`src/rtl/bullet_frame_scheduler.sv`:
```
// Bullet table with a shadow copy for game logic and an active copy for the renderer, committed one slot per clk at frame end.
// Hit outputs lag p_tick by 1 clk; wr_ready drops for the SLOTS-clk commit, and requesters hold their write until it returns.
module bullet_frame_scheduler #(
    parameter int SLOTS = 4,
    parameter int SIZE  = 8,
    parameter int OFFX  = 220,
    parameter int OFFY  = 140
) (
    input  logic             clk,
    input  logic             reset,
    input  logic             p_tick,
    input  logic [9:0]       x,
    input  logic [9:0]       y,
    input  logic             wr_valid,
    output logic             wr_ready,
    input  logic [2:0]       wr_slot,
    input  logic [15:0]      wr_pos,
    input  logic [1:0]       wr_color,
    input  logic             wr_en,
    input  logic             clear_all,
    output logic             hit,
    output logic [1:0]       hit_color,
    output logic [2:0]       hit_slot,
    output logic [SLOTS-1:0] active_mask,
    output logic [7:0]       frame_count,
    output logic             commit_done
);

    localparam int IW = $clog2(SLOTS);

    typedef struct packed {
        logic        en;
        logic [1:0]  color;
        logic [15:0] pos;
    } slot_t;

    typedef enum logic {ST_RUN, ST_COMMIT} state_t;

    state_t        state;
    logic [IW-1:0] idx;
    slot_t         shadow [SLOTS];
    slot_t         active [SLOTS];

    logic          frame_end;
    logic          wr_fire;
    logic          visible;
    logic [10:0]   x11;
    logic [10:0]   y11;
    logic [SLOTS-1:0] box_hit;
    logic          any_hit;
    logic [2:0]    win_slot;
    logic [1:0]    win_color;

    assign frame_end = p_tick && (x == 10'd639) && (y == 10'd479);
    assign wr_fire   = wr_valid && wr_ready;
    assign visible   = (x < 10'd640) && (y < 10'd480);
    assign x11       = {1'b0, x};
    assign y11       = {1'b0, y};

    // 11-bit compares keep boxes near the origin from wrapping to the far edge.
    for (genvar g = 0; g < SLOTS; g++) begin : g_box
        logic [10:0] bx;
        logic [10:0] by;
        assign bx = {3'b000, active[g].pos[15:8]} + 11'(OFFX);
        assign by = {3'b000, active[g].pos[7:0]} + 11'(OFFY);
        assign box_hit[g] = active[g].en
                          && (x11 + 11'(SIZE) >= bx) && (x11 <= bx + 11'(SIZE))
                          && (y11 + 11'(SIZE) >= by) && (y11 <= by + 11'(SIZE));
        assign active_mask[g] = active[g].en;
    end

    always_comb begin
        any_hit   = 1'b0;
        win_slot  = 3'd0;
        win_color = 2'd0;
        for (int i = SLOTS - 1; i >= 0; i--) begin
            if (box_hit[i]) begin
                any_hit   = 1'b1;
                win_slot  = 3'(i);
                win_color = active[i].color;
            end
        end
    end

    always_ff @(posedge clk or posedge reset) begin
        if (reset) begin
            state       <= ST_RUN;
            idx         <= '0;
            wr_ready    <= 1'b0;
            frame_count <= 8'd0;
            commit_done <= 1'b0;
            hit         <= 1'b0;
            hit_color   <= 2'd0;
            hit_slot    <= 3'd0;
            for (int i = 0; i < SLOTS; i++) begin
                shadow[i] <= '0;
                active[i] <= '0;
            end
        end else begin
            commit_done <= 1'b0;
            case (state)
                ST_RUN: begin
                    wr_ready <= !frame_end;
                    if (frame_end) begin
                        state <= ST_COMMIT;
                        idx   <= '0;
                    end
                    // Clear first so a same-edge write keeps its own enable.
                    for (int i = 0; i < SLOTS; i++) begin
                        if (clear_all)
                            shadow[i].en <= 1'b0;
                        if (wr_fire && (wr_slot == 3'(i))) begin
                            shadow[i].en    <= wr_en && (wr_color != 2'd3);
                            shadow[i].color <= wr_color;
                            shadow[i].pos   <= wr_pos;
                        end
                    end
                end
                ST_COMMIT: begin
                    for (int i = 0; i < SLOTS; i++) begin
                        if (idx == IW'(i))
                            active[i] <= shadow[i];
                    end
                    idx <= idx + IW'(1);
                    if (idx == IW'(SLOTS - 1)) begin
                        state       <= ST_RUN;
                        wr_ready    <= 1'b1;
                        frame_count <= frame_count + 8'd1;
                        commit_done <= 1'b1;
                    end
                end
                default: state <= ST_RUN;
            endcase

            if (p_tick) begin
                hit       <= any_hit && visible;
                hit_color <= visible ? win_color : 2'd0;
                hit_slot  <= visible ? win_slot : 3'd0;
            end
        end
    end

endmodule

```
`config.mk`:
```
export PLATFORM = sky130hd
export DESIGN_NAME = bullet_frame_scheduler
export DESIGN_NICKNAME = d
export VERILOG_FILES = /design/src/rtl/bullet_frame_scheduler.sv
export SDC_FILE = /design/constraint.sdc
export NUM_CORES = 1
export LEC_CHECK = 0
export CORE_MARGIN = 5
export CORE_UTILIZATION = 60
export CTS_CLUSTER_SIZE = 16
export DETAILED_ROUTE_END_ITERATION = 8
export PLACE_DENSITY = 0.88
export SLEW_MARGIN = 40
export SYNTH_ARGS = -nofsm -noshare
export SYNTH_HDL_FRONTEND = slang
export SYNTH_SLANG_ARGS = --single-unit
```
`constraint.sdc`:
```
create_clock -name clk -period 9.25 [get_ports clk]
set_input_delay 2.775 -clock clk [delete_from_list [all_inputs] [get_ports clk]]
set_output_delay 2.775 -clock clk [all_outputs]
set_load 0.005 [all_outputs]
```
; ---- Word level (Yosys, flattened, before mapping)
; Cells that the tools add are included.
[totals]
ff_bits = 171
input_bits = 47
elab_cells = 155
output_inout_bits = 20
[op_classes]
n_eq_ne = 11
n_mux = 28
n_lt_le_gt_ge = 18
add_sub_neg = 20
reduce_logical = 45
bitwise_logic = 1
[op_table]
columns = cell, n
row1 = $ge A11 B9 Y1, 8
row2 = $add A9 B4 Y10 const B, 8
row3 = $le A10 B10 Y1, 8
row4 = $mux W19, 4
row5 = $add A8 B8 Y9 const B, 8
row6 = $logic_and A1 B1 Y1, 26
row7 = $reduce_and A2 Y1, 12
row8 = $add A10 B4 Y11 const B, 2
row9 = $mux W2, 7
row10 = $mux W3, 4
row11 = $eq A10 B10 Y1 const B, 1
row12 = $eq A10 B9 Y1 const B, 1
row13 = $lt A10 B10 Y1 const B, 1
row14 = $lt A10 B9 Y1 const B, 1
row15 = $mux W1, 10
row16 = $add A8 B1 Y8 const B, 1
row17 = $reduce_bool A2 Y1, 4
row18 = $eq A3 B2 Y1 const B, 2
row19 = $eq A2 B2 Y1 const B, 2
row20 = $ne A2 B2 Y1 const B, 2
row21 = $pmux W1 S2, 2
row22 = $pmux W2 S2, 1
row23 = $eq A3 B1 Y1 const B, 1
row24 = $logic_not A3 Y1, 1
row25 = 6 further kinds, 6

; ---- Longest topological paths before layout
; Gate-level depths: netlist of run 1.
[logic_depth]
depth_word = 11
mapped_depth = 17
depth_no_buf = 17

; ---- Worst setup path before layout of run 1
; Ideal clock, no wire load.
[synth_path]
path_kind = in2reg
start = in y[3]
end = reg hit_color[1]
setup_ns = 0.127
path_stages = 12
t_arrival_ns = 4.979
setup_slack_ns = 4.143
required_time_ns = 9.123
path_buffers = 0
cell_sequence = ha_1 -> nand3_1 -> xnor2_1 -> ha_1 -> o22a_1 -> nand4_1 -> a31oi_1 -> or4_1 -> o311a_1 -> a41oi_1 -> o21ai_0 -> a21boi_1
[synth_via]
elab_chain_cells = 9
elab_cells_between_ends = 24
cone_classes = add/sub (1) / order compare (9) / mux (5) / reduce/logical (9)
[synth_lines]
columns = element, line_no
row1 = from (decl), 13  ; input logic [9:0] y,
row2 = $add A10 B4 Y11, 68  ; && (y11 + 11'(SIZE) >= by) && (y11 <= by + 11'(SIZE));
row3 = $ge A11 B9 Y1, 68
row4 = $logic_and A1 B1 Y1 (2 in series), 68
row5 = $mux W2 (4 in series), 77  ; if (box_hit[i]) begin
row6 = $mux W2 *, 137  ; hit_color <= visible ? win_color : 2'd0;
row7 = to (signal assigned), 137
row8 = to (decl), 22  ; output logic [1:0] hit_color,
; Every way passes the cells marked *; elsewhere a longest branch is shown, timed or not.
; A chain may end at the register's enable or synchronous reset.

; ---- Final worst setup path of run 1
[layout_path]
start = in y[3]
end = reg hit
[layout_via]
elab_chain_cells = 9
elab_cells_between_ends = 24
cone_classes = add/sub (1) / order compare (9) / mux (4) / reduce/logical (10)
[layout_lines]
columns = element, line_no
row1 = $add A10 B4 Y11, 68
row2 = $ge A11 B9 Y1, 68
row3 = $logic_and A1 B1 Y1 (2 in series), 68
row4 = $mux W1 (4 in series), 77
row5 = $logic_and A1 B1 Y1 *, 136  ; hit <= any_hit && visible;
row6 = to (signal assigned), 136
row7 = to (decl), 21  ; output logic hit,
; Marked as above.

==> reports/results.env, run 1 <==
CRITPATHCAPTURETYPE='flop'
WORST_SKEW_PAIR_LATER_PIN_LATENCY_NS=0.43
WORSTSETUPPATHTYPE='input port to flop'
DETAIL_ROUTE.ITER0.VIOLATIONS=708
VIAS_IN_THE_FIRST_GLOBAL_ROUTE=8759
GP_CONGESTION=0.952
MOSTFREQUENTLAYOUTCELLS='dfrtp_1, ha_1, mux2_2'
STARTPOINT_TYPE='input port'
AVGSYNTHCELLAREA_SQ_UM=10.6
NUMBER_OF_GATES_GIVEN_A_NEW_DRIVE_STRENGTH_AFTER_CTS=0
STARTPOINT_OF_THE_TIGHTEST_HOLD_CHECK_PATH='frame_count[7]$_DFFE_PP0P_'
YS_ASYNC_SR_FRACTION_PCT=100
DRIVE_GT1_SHARE_PCT=17.3
MAX_CAP_VIOL_COUNT=0
GRT.OVERFLOW.TOTAL=0
AREA_DELTA_SYNTH_FINAL_PCT=13.6
CTSROOTBUFFERMASTER='clkbuf_16'
CTS_HTREE_LEVELS=4
OUTCOME='finished, final reports clean'
CTS_MADE_BUFFERS=17
SYNTH.FF_LATCH_COUNT=170
MULTI_INPUT_COMB_AREA_SQ_UM=6400
TIMING.CRITICAL_PATH.REQUIRED_NS=9.54
YOSYSSEQAREASHARE_PCT=38.5
INITIAL_CORE_UTILIZATION_PCT=61.3
FMAX_MHz=169
CTSLONGESTPATHBUFFERS=2
FF2FF_SETUP_SLACK_NS=5.50
DIE-WIDTH_UM=146
FF2FF_PATH_DEPTH=15
FIN_CRIT_SH_PCT=64.1
FINAL_CRITICAL_PATH_SETUP_SLACK_NS=3.32
FIN_WORST_HOLD_SLACK_NS=0.473
CORE_REGION_AREA_SQ_UM=18000
PERIOD_MINUS_SLACK_NS=5.93
MAXSLEWHEADROOM_PCT=46.3
FINAL_STANDARD_CELL_UTILIZATION_OF_THE_CORE_PCT=69.7
NUM-FILL-CELLS=1245
TOTALPOWERFINAL_mW=1.78
DETAIL_ROUTE.FIRST_PASS.ITERATIONS=5
GRT_FIRST_PASS_WIRELENGTH_UM=46900
FINAL_COMMON_CELL='dfrtp_1'
WORSTPATHMAXFANOUT=9
IR_DROP_mV=0.134
FINAL_MAX_SLEW_VIOL_COUNT=0
DP_HPWL_UM=21100
YS.FLOP_TYPE='dfrtp_1'
PLACEMENT.IO_BUFFERS=65
FINALSETUPVIOLATIONS=0
SYNTHESIS.AREA_SQ_UM=11100
LARGEST_NET_DEGREE_AT_THE_START_OF_GLOBAL_ROUTING=87
DRC=0
ROWS=49
YOSYS_WARNINGS=0
MIN_PATH_CELLS=1
ANT_NETS=0
NETS=1312
POST-CTS-SETUP-BUFFERS=0
POST_SYNTH_NUM_CELL_TYPES=61
FINALCLOCKSKEW_NS=0.0198
SYNTH-EDFF-COUNT=0
DESIGN_AREA_SQ_UM=12600
PLACED_AREA_SQ_UM=12000
PLACE.DETAILED.INSTANCES=1324
CHIPHEIGHT_UM=146
CTS.SINKS=170
SYNTHESIS.INSTANCES=1041
SEQUENTIAL_CELL_AREA_SQ_UM=4250
FLOORPLAN.IO_PINS=67
ROUTED_VIA_DENSITY=6.19
RR_STARTPOINT='active[29]$_DFFE_PP0P_'
CP_DATA_ARRIVAL_TIME_NS=6.22
GRTUSAGETOTAL_PCT=27.6
CELLPOWERDENSITY_nW_PER_UM2=142
VIA_COUNT=8394
LAYOUT.CELLS.NON_FILLER=1355
DESIGN.DIE.AREA_SQ_UM=21200
WORST_HOLD_PATH_ENDPOINT='frame_count[7]$_DFFE_PP0P_'
WORST_SETUP_SLACK_AFTER_PLACEMENT_NS=2.89
SETUP_TOTAL_NEG_SLACK_NS=0
TRITONCTS='built'
ANT_DIODES=0
DRT-TOTAL-WL_UM=28900
AVERAGE_WIRE_PER_STANDARD_CELL_UM=21.4
RSZ0062_AT_GRT='no'
CLK_TRANSITION_REPORTED_PATHS_NS=0.07
ANTENNA_FOUND_INITIAL=1
TOTAL_LEAKAGE_POWER_nW=5.87
REG2REG_TO='hit_color[0]$_DFFE_PP0P_'
CTS-HOLD-FIX-BUFFERS=0
TIGHTEST_SLEW_NS=0.795
FINALHOLDVIOLCOUNT=0
PATH_TYPE_OF_THE_WORST_MIN_DELAY_PATH='flop to flop'
-- logic make-up after synthesis --
family                   share of synthesized area, %
AND/OR/NAND/NOR                                  10.7
buffers and inverters                            3.86
other                                          0.0679
multiplexers                                     15.0
adder cells (fa/ha/maj)                          17.1
XOR/XNOR                                         5.63
flip-flops                                       38.5
AO/OA/AOI/OAI                                    9.20
-- flip-flops by register name (all words and copies together), names as in the netlist --
register and count:
active 72, active_mask 4, commit_done 1, frame_count 8, hit 1, hit_color 2
hit_slot 2, idx 2, shadow 76, state 1, wr_ready 1
-- critical path, stage by stage --
cell and delay (ns):
clkdlybuf4s50_1 0.72, ha_1 0.30, xor2_1 0.39, ha_1 0.32, a21o_1 0.18, a211oi_1 0.23
nor2_1 0.08, o41ai_1 0.72, o21ai_0 0.22, o21ai_0 0.18, o21ai_0 0.11
-- area by class of cell --
type	count	area share (%)
tap	229	2.28
multi-input combinational	766	51.0
sequential	170	33.9
clock buffer	19	3.53
clock inverter	12	0.927
timing repair buffer	71	5.71
inverter	88	2.69
-- layer usage --
metal / GRT usage [%] / share of wire (%) / vias up
li1: - / - / 3874
met1: 39.5 / 45 / 4128
met2: 42.0 / 45 / 339
met3: 4.95 / 6.7 / 53
met4: 10.4 / 2.6 / 0
met5: 0 / 0 / -
-- power breakdown --
| group | total (mW) | leakage, nW | switching (mW) | internal [mW] |
|---|---|---|---|---|
| clock | 0.687 | 0.269 | 0.306 | 0.380 |
| sequential | 0.857 | 2.23 | 0.0437 | 0.814 |
| combinational | 0.233 | 3.37 | 0.118 | 0.115 |
| total | 1.78 | 5.87 | 0.468 | 1.31 |
-- worst max path at each step --
stage                     startpoint                     to  slack, ns  cells after the start
final                           y[3]        hit$_DFFE_PP0P_       3.32                     11
after global routing            y[3]        hit$_DFFE_PP0P_       3.07                     11
after CTS                       y[3]        hit$_DFFE_PP0P_       3.30                     11
after detailed placement        y[3]        hit$_DFFE_PP0P_       2.89                     11
after global placement          y[3]        hit$_DFFE_PP0P_       3.00                     11
after floorplan                reset  active[0]$_DFFE_PP0P_       1.87                      1
-- synthesized netlist by cell type (3+ instances only) --
master / instances / area (sq um)
or3_1: 8 / 50.1
xor2_1: 36 / 315
nand4_1: 20 / 125
xnor2_1: 35 / 307
nand2_1: 60 / 225
clkbuf_1: 12 / 45.0
a21oi_1: 40 / 200
a211oi_1: 7 / 52.6
a21o_1: 8 / 60.1
o31a_1: 8 / 70.1
nor3_1: 14 / 70.1
nand3_1: 36 / 180
nand2b_1: 9 / 56.3
o21a_1: 6 / 45.0
nor3b_1: 3 / 22.5
a31oi_1: 4 / 25.0
ha_1: 151 / 1890
buf_4: 5 / 37.5
mux2_2: 147 / 1660
dfrtp_1: 170 / 4250
nor2b_1: 9 / 56.3
o21ai_0: 45 / 225
and4_1: 5 / 43.8
a22o_1: 3 / 26.3
nand3b_1: 3 / 22.5
o31ai_1: 7 / 52.6
o211ai_1: 8 / 60.1
o2111ai_1: 4 / 35.0
o22ai_1: 3 / 18.8
nor2_1: 51 / 191
inv_1: 88 / 330
Power figures use the tool's default switching activity.
==> run 2: changes to the inputs <==
--- a/config.mk
+++ b/config.mk
@@ -6,10 +6,10 @@
 export NUM_CORES = 1
 export LEC_CHECK = 0
 export CORE_MARGIN = 5
-export CORE_UTILIZATION = 60
+export CORE_UTILIZATION = 55
 export CTS_CLUSTER_SIZE = 16
 export DETAILED_ROUTE_END_ITERATION = 8
-export PLACE_DENSITY = 0.88
+export PLACE_DENSITY = 0.86
 export SLEW_MARGIN = 40
 export SYNTH_ARGS = -nofsm -noshare
 export SYNTH_HDL_FRONTEND = slang
==> constraint.sdc (replaced) <==
create_clock -name clk -period 4.8 [get_ports clk]
set_input_delay 1.44 -clock clk [delete_from_list [all_inputs] [get_ports clk]]
set_output_delay 1.44 -clock clk [all_outputs]
set_load 0.005 [all_outputs]
==> reports/results.env, run 2 (synthesis gave the netlist of run 1 again) <==
WORST_HOLD_PATH_ENDPOINT='frame_count[7]$_DFFE_PP0P_'
ROWS=51  # +4.1%
DETAIL_ROUTE.FIRST_PASS.ITERATIONS=5  # unchanged
NETSWITCHINGPOWER_mW=0.926  # +98%
CTS.SINKS=170  # unchanged
RSZ0062_AT_GRT='no'
CTSLONGESTPATHBUFFERS=2  # unchanged
WORSTSETUPPATHTYPE='input port to flop'
CHIPHEIGHT_UM=152  # +4.1%
FF2FF_SETUP_SLACK_NS=1.05  # -4.45 ns
PLACED_AREA_SQ_UM=12200  # +1.6%
TOTALPOWERFINAL_mW=3.52  # +98%
PLACEMENT.IO_BUFFERS=65  # unchanged
FLOORPLAN.IO_PINS=67  # unchanged
CTS_HTREE_LEVELS=4  # unchanged
POWER.SHARE.COMBINATIONAL_PCT=13.0  # about the same
POWER.CLOCK.FRACTION_PCT=40.3  # +1.6 points
ANT_DIODES=0  # unchanged
CRIT_PATH_TOP_DELAY_CELL='clkdlybuf4s50_1'
TIMING.CRITICAL_PATH.REQUIRED_NS=5.11  # -4.43 ns
GRT.OVERFLOW.TOTAL=0  # unchanged
RR_STARTPOINT='active[30]$_DFFE_PP0P_'
FF2FF_PATH_DEPTH=15  # unchanged
PATH_TYPE_OF_THE_WORST_MIN_DELAY_PATH='flop to flop'
AREA_DELTA_SYNTH_FINAL_PCT=15.7
CTSROOTBUFFERMASTER='clkbuf_16'
GRTUSAGETOTAL_PCT=25.6  # -1.9 points
MET1WIRELENGTH_UM=13100  # about the same
DRIVE_GT1_SHARE_PCT=18.7  # +1.4 points
FINALSETUPVIOLATIONS=0  # unchanged
FIN_CRIT_SH_PCT=88.0
ROUTE.MET2.WL_UM=12700  # -3.4%
DR_WL_MET3_UM=1790  # -7.7%
ANTENNA_FOUND_INITIAL=0  # -1
WORSTPATHMAXFANOUT=7  # -2
NUMBER_OF_GATES_GIVEN_A_NEW_DRIVE_STRENGTH_AFTER_CTS=0  # unchanged
CTS_MADE_BUFFERS=17  # unchanged
CORE_REGION_AREA_SQ_UM=19700  # +9.0%
FINALHOLDVIOLCOUNT=0  # unchanged
DESIGN.DIE.AREA_SQ_UM=23000  # +8.5%
NETS=1330  # +1.4%
OUTCOME='finished, final reports clean'
IR_DROP_mV=0.263  # +97%
CELLPOWERDENSITY_nW_PER_UM2=275  # +94%
TOP_LAYER='met4'
FINALCLOCKSKEW_NS=0.0114  # -0.00839 ns
SHARE_SEQ_OF_TOTAL_POWER_PCT=46.7  # -1.5 points
DRC=0  # unchanged
MIN_PATH_CELLS=1  # unchanged
FINAL_STANDARD_CELL_UTILIZATION_OF_THE_CORE_PCT=65.1  # -4.6 points
DETAIL_ROUTE.ITER0.VIOLATIONS=677  # -4.4%
FIN_WORST_HOLD_SLACK_NS=0.468  # -0.00578 ns
CP_SLOWEST_STAGE_DELAY_NS=0.70  # -0.02 ns
TOTAL_LEAKAGE_POWER_nW=5.98  # +1.9%
REG.LARGEST.LIST='shadow: 76 flops, active: 72 flops, frame_count: 8 flops'
INITIAL_CORE_UTILIZATION_PCT=56.2  # -5.1 points
CLK_TRANSITION_REPORTED_PATHS_NS=0.07  # about the same
CRITPATHCAPTURETYPE='flop'
DIE-WIDTH_UM=152  # +4.1%
SETUP_TOTAL_NEG_SLACK_NS=0  # unchanged
GRT_FIRST_PASS_WIRELENGTH_UM=45400  # -3.2%
LARGEST_NET_DEGREE_AT_THE_START_OF_GLOBAL_ROUTING=53  # -39%
LARGEST_REGISTER_FF_COUNT=76  # unchanged
STARTPOINT_TYPE='input port'
GP_CONGESTION=0.932  # -2.1%
SW_SHARE_PCT=26.3  # about the same
CELL_MODE_ON_CRITICAL_PATH='o21ai_0'
CTS-HOLD-FIX-BUFFERS=0  # unchanged
FINAL_MAX_SLEW_VIOL_COUNT=0  # unchanged
WORST_SKEW_PAIR_LATER_PIN_LATENCY_NS=0.43  # about the same
STARTPOINT_OF_THE_TIGHTEST_HOLD_CHECK_PATH='frame_count[7]$_DFFE_PP0P_'
REG2REG_TO='hit_color[1]$_DFFE_PP0P_'
CP_DATA_ARRIVAL_TIME_NS=4.53  # -1.69 ns
FMAX_MHz=237
INTERNAL_POWER_mW=2.59  # +98%
DRT-TOTAL-WL_UM=28200  # -2.5%
POST-CTS-SETUP-BUFFERS=0  # unchanged
VIA_COUNT=8356  # -0.45%
TOP_REGISTER='shadow'
ROUTED_VIA_DENSITY=5.93  # -4.3%
FINAL_COMMON_CELL='dfrtp_1'
MOSTFREQUENTLAYOUTCELLS='dfrtp_1, ha_1, mux2_2'
MAXSLEWHEADROOM_PCT=50.6  # +4.3 points
MAX_CAP_VIOL_COUNT=0  # unchanged
TIGHTEST_SLEW_NS=0.740  # -0.0559 ns
PERIOD_MINUS_SLACK_NS=4.23
DP_HPWL_UM=21100  # about the same
VIAS_IN_THE_FIRST_GLOBAL_ROUTE=8462  # -3.4%
TRITONCTS='built'
TIMING.CRITICAL_PATH.CELLS='clkdlybuf4s50_1, ha_1, xor2_1, ha_1, a21oi_1, nor2b_1, a2111oi_0, o32ai_1, nand4_4, o21ai_0, o21ai_0, o21ai_0'
ANT_NETS=0  # unchanged
AVERAGE_WIRE_PER_STANDARD_CELL_UM=20.0  # -6.3%
DESIGN_AREA_SQ_UM=12800  # +1.9%
-- run 2: how the worst max path moves through the flow --
stage | from | end | slack (ns) | depth (start not counted)
6_report | x[4] | hit$_DFFE_PP0P_ | 0.57 | 12
5_1_grt | x[4] | hit$_DFFE_PP0P_ | 0.23 | 12
3_3_place_gp | x[4] | hit_color[0]$_DFFE_PP0P_ | 0.24 | 12
2_1_floorplan | y[3] | hit_color[1]$_DFFE_PP0P_ | 1.03 | 12
3_5_place_dp | x[4] | hit$_DFFE_PP0P_ | 0.16 | 12
4_1_cts | x[4] | hit$_DFFE_PP0P_ | 0.59 | 12
-- run 2: critical path: cells and delay by family --
family | cells | cell delay [ns]
AO/OA/AOI/OAI | 6 | 1.22
buffers and inverters | 1 | 0.70
adder cells (fa/ha/maj) | 2 | 0.59
XOR/XNOR | 1 | 0.37
AND/OR/NAND/NOR | 2 | 0.20
-- run 2: per-layer routing --
metal / GRT usage (%) / vias to the layer above
met5: 0 / -
met4: 7.95 / 0
met3: 5.26 / 53
met2: 39.7 / 295
met1: 36.5 / 4104
li1: - / 3904
-- run 2: layout make-up --
class / instances / area [sq um]
inverters: 88 / 334
well taps: 265 / 332
clock buffers: 17 / 425
flip-flops and latches: 170 / 4250
repair buffers: 89 / 868
clock inverters: 15 / 184
multi-input cells: 766 / 6400
fillers: 1463 / 6860
-- run 2: metrics by stage --
stage	instances	worst slack, ns
detailed placement	1378	0.162
finish	1410	0.575
floorplan	1044	1.03
CTS	1410	0.594
global placement	1377	0.242
global route	1410	0.234
-- run 2: power by group through the flow --
stage	Sequential [mW]	Combinational, mW	Clock (mW)
after floorplan	1.64	0.292	0
after global routing	1.65	0.509	1.49
after detailed placement	1.66	0.452	0
final	1.64	0.456	1.42
after CTS	1.64	0.459	1.42
after global placement	1.65	0.432	0
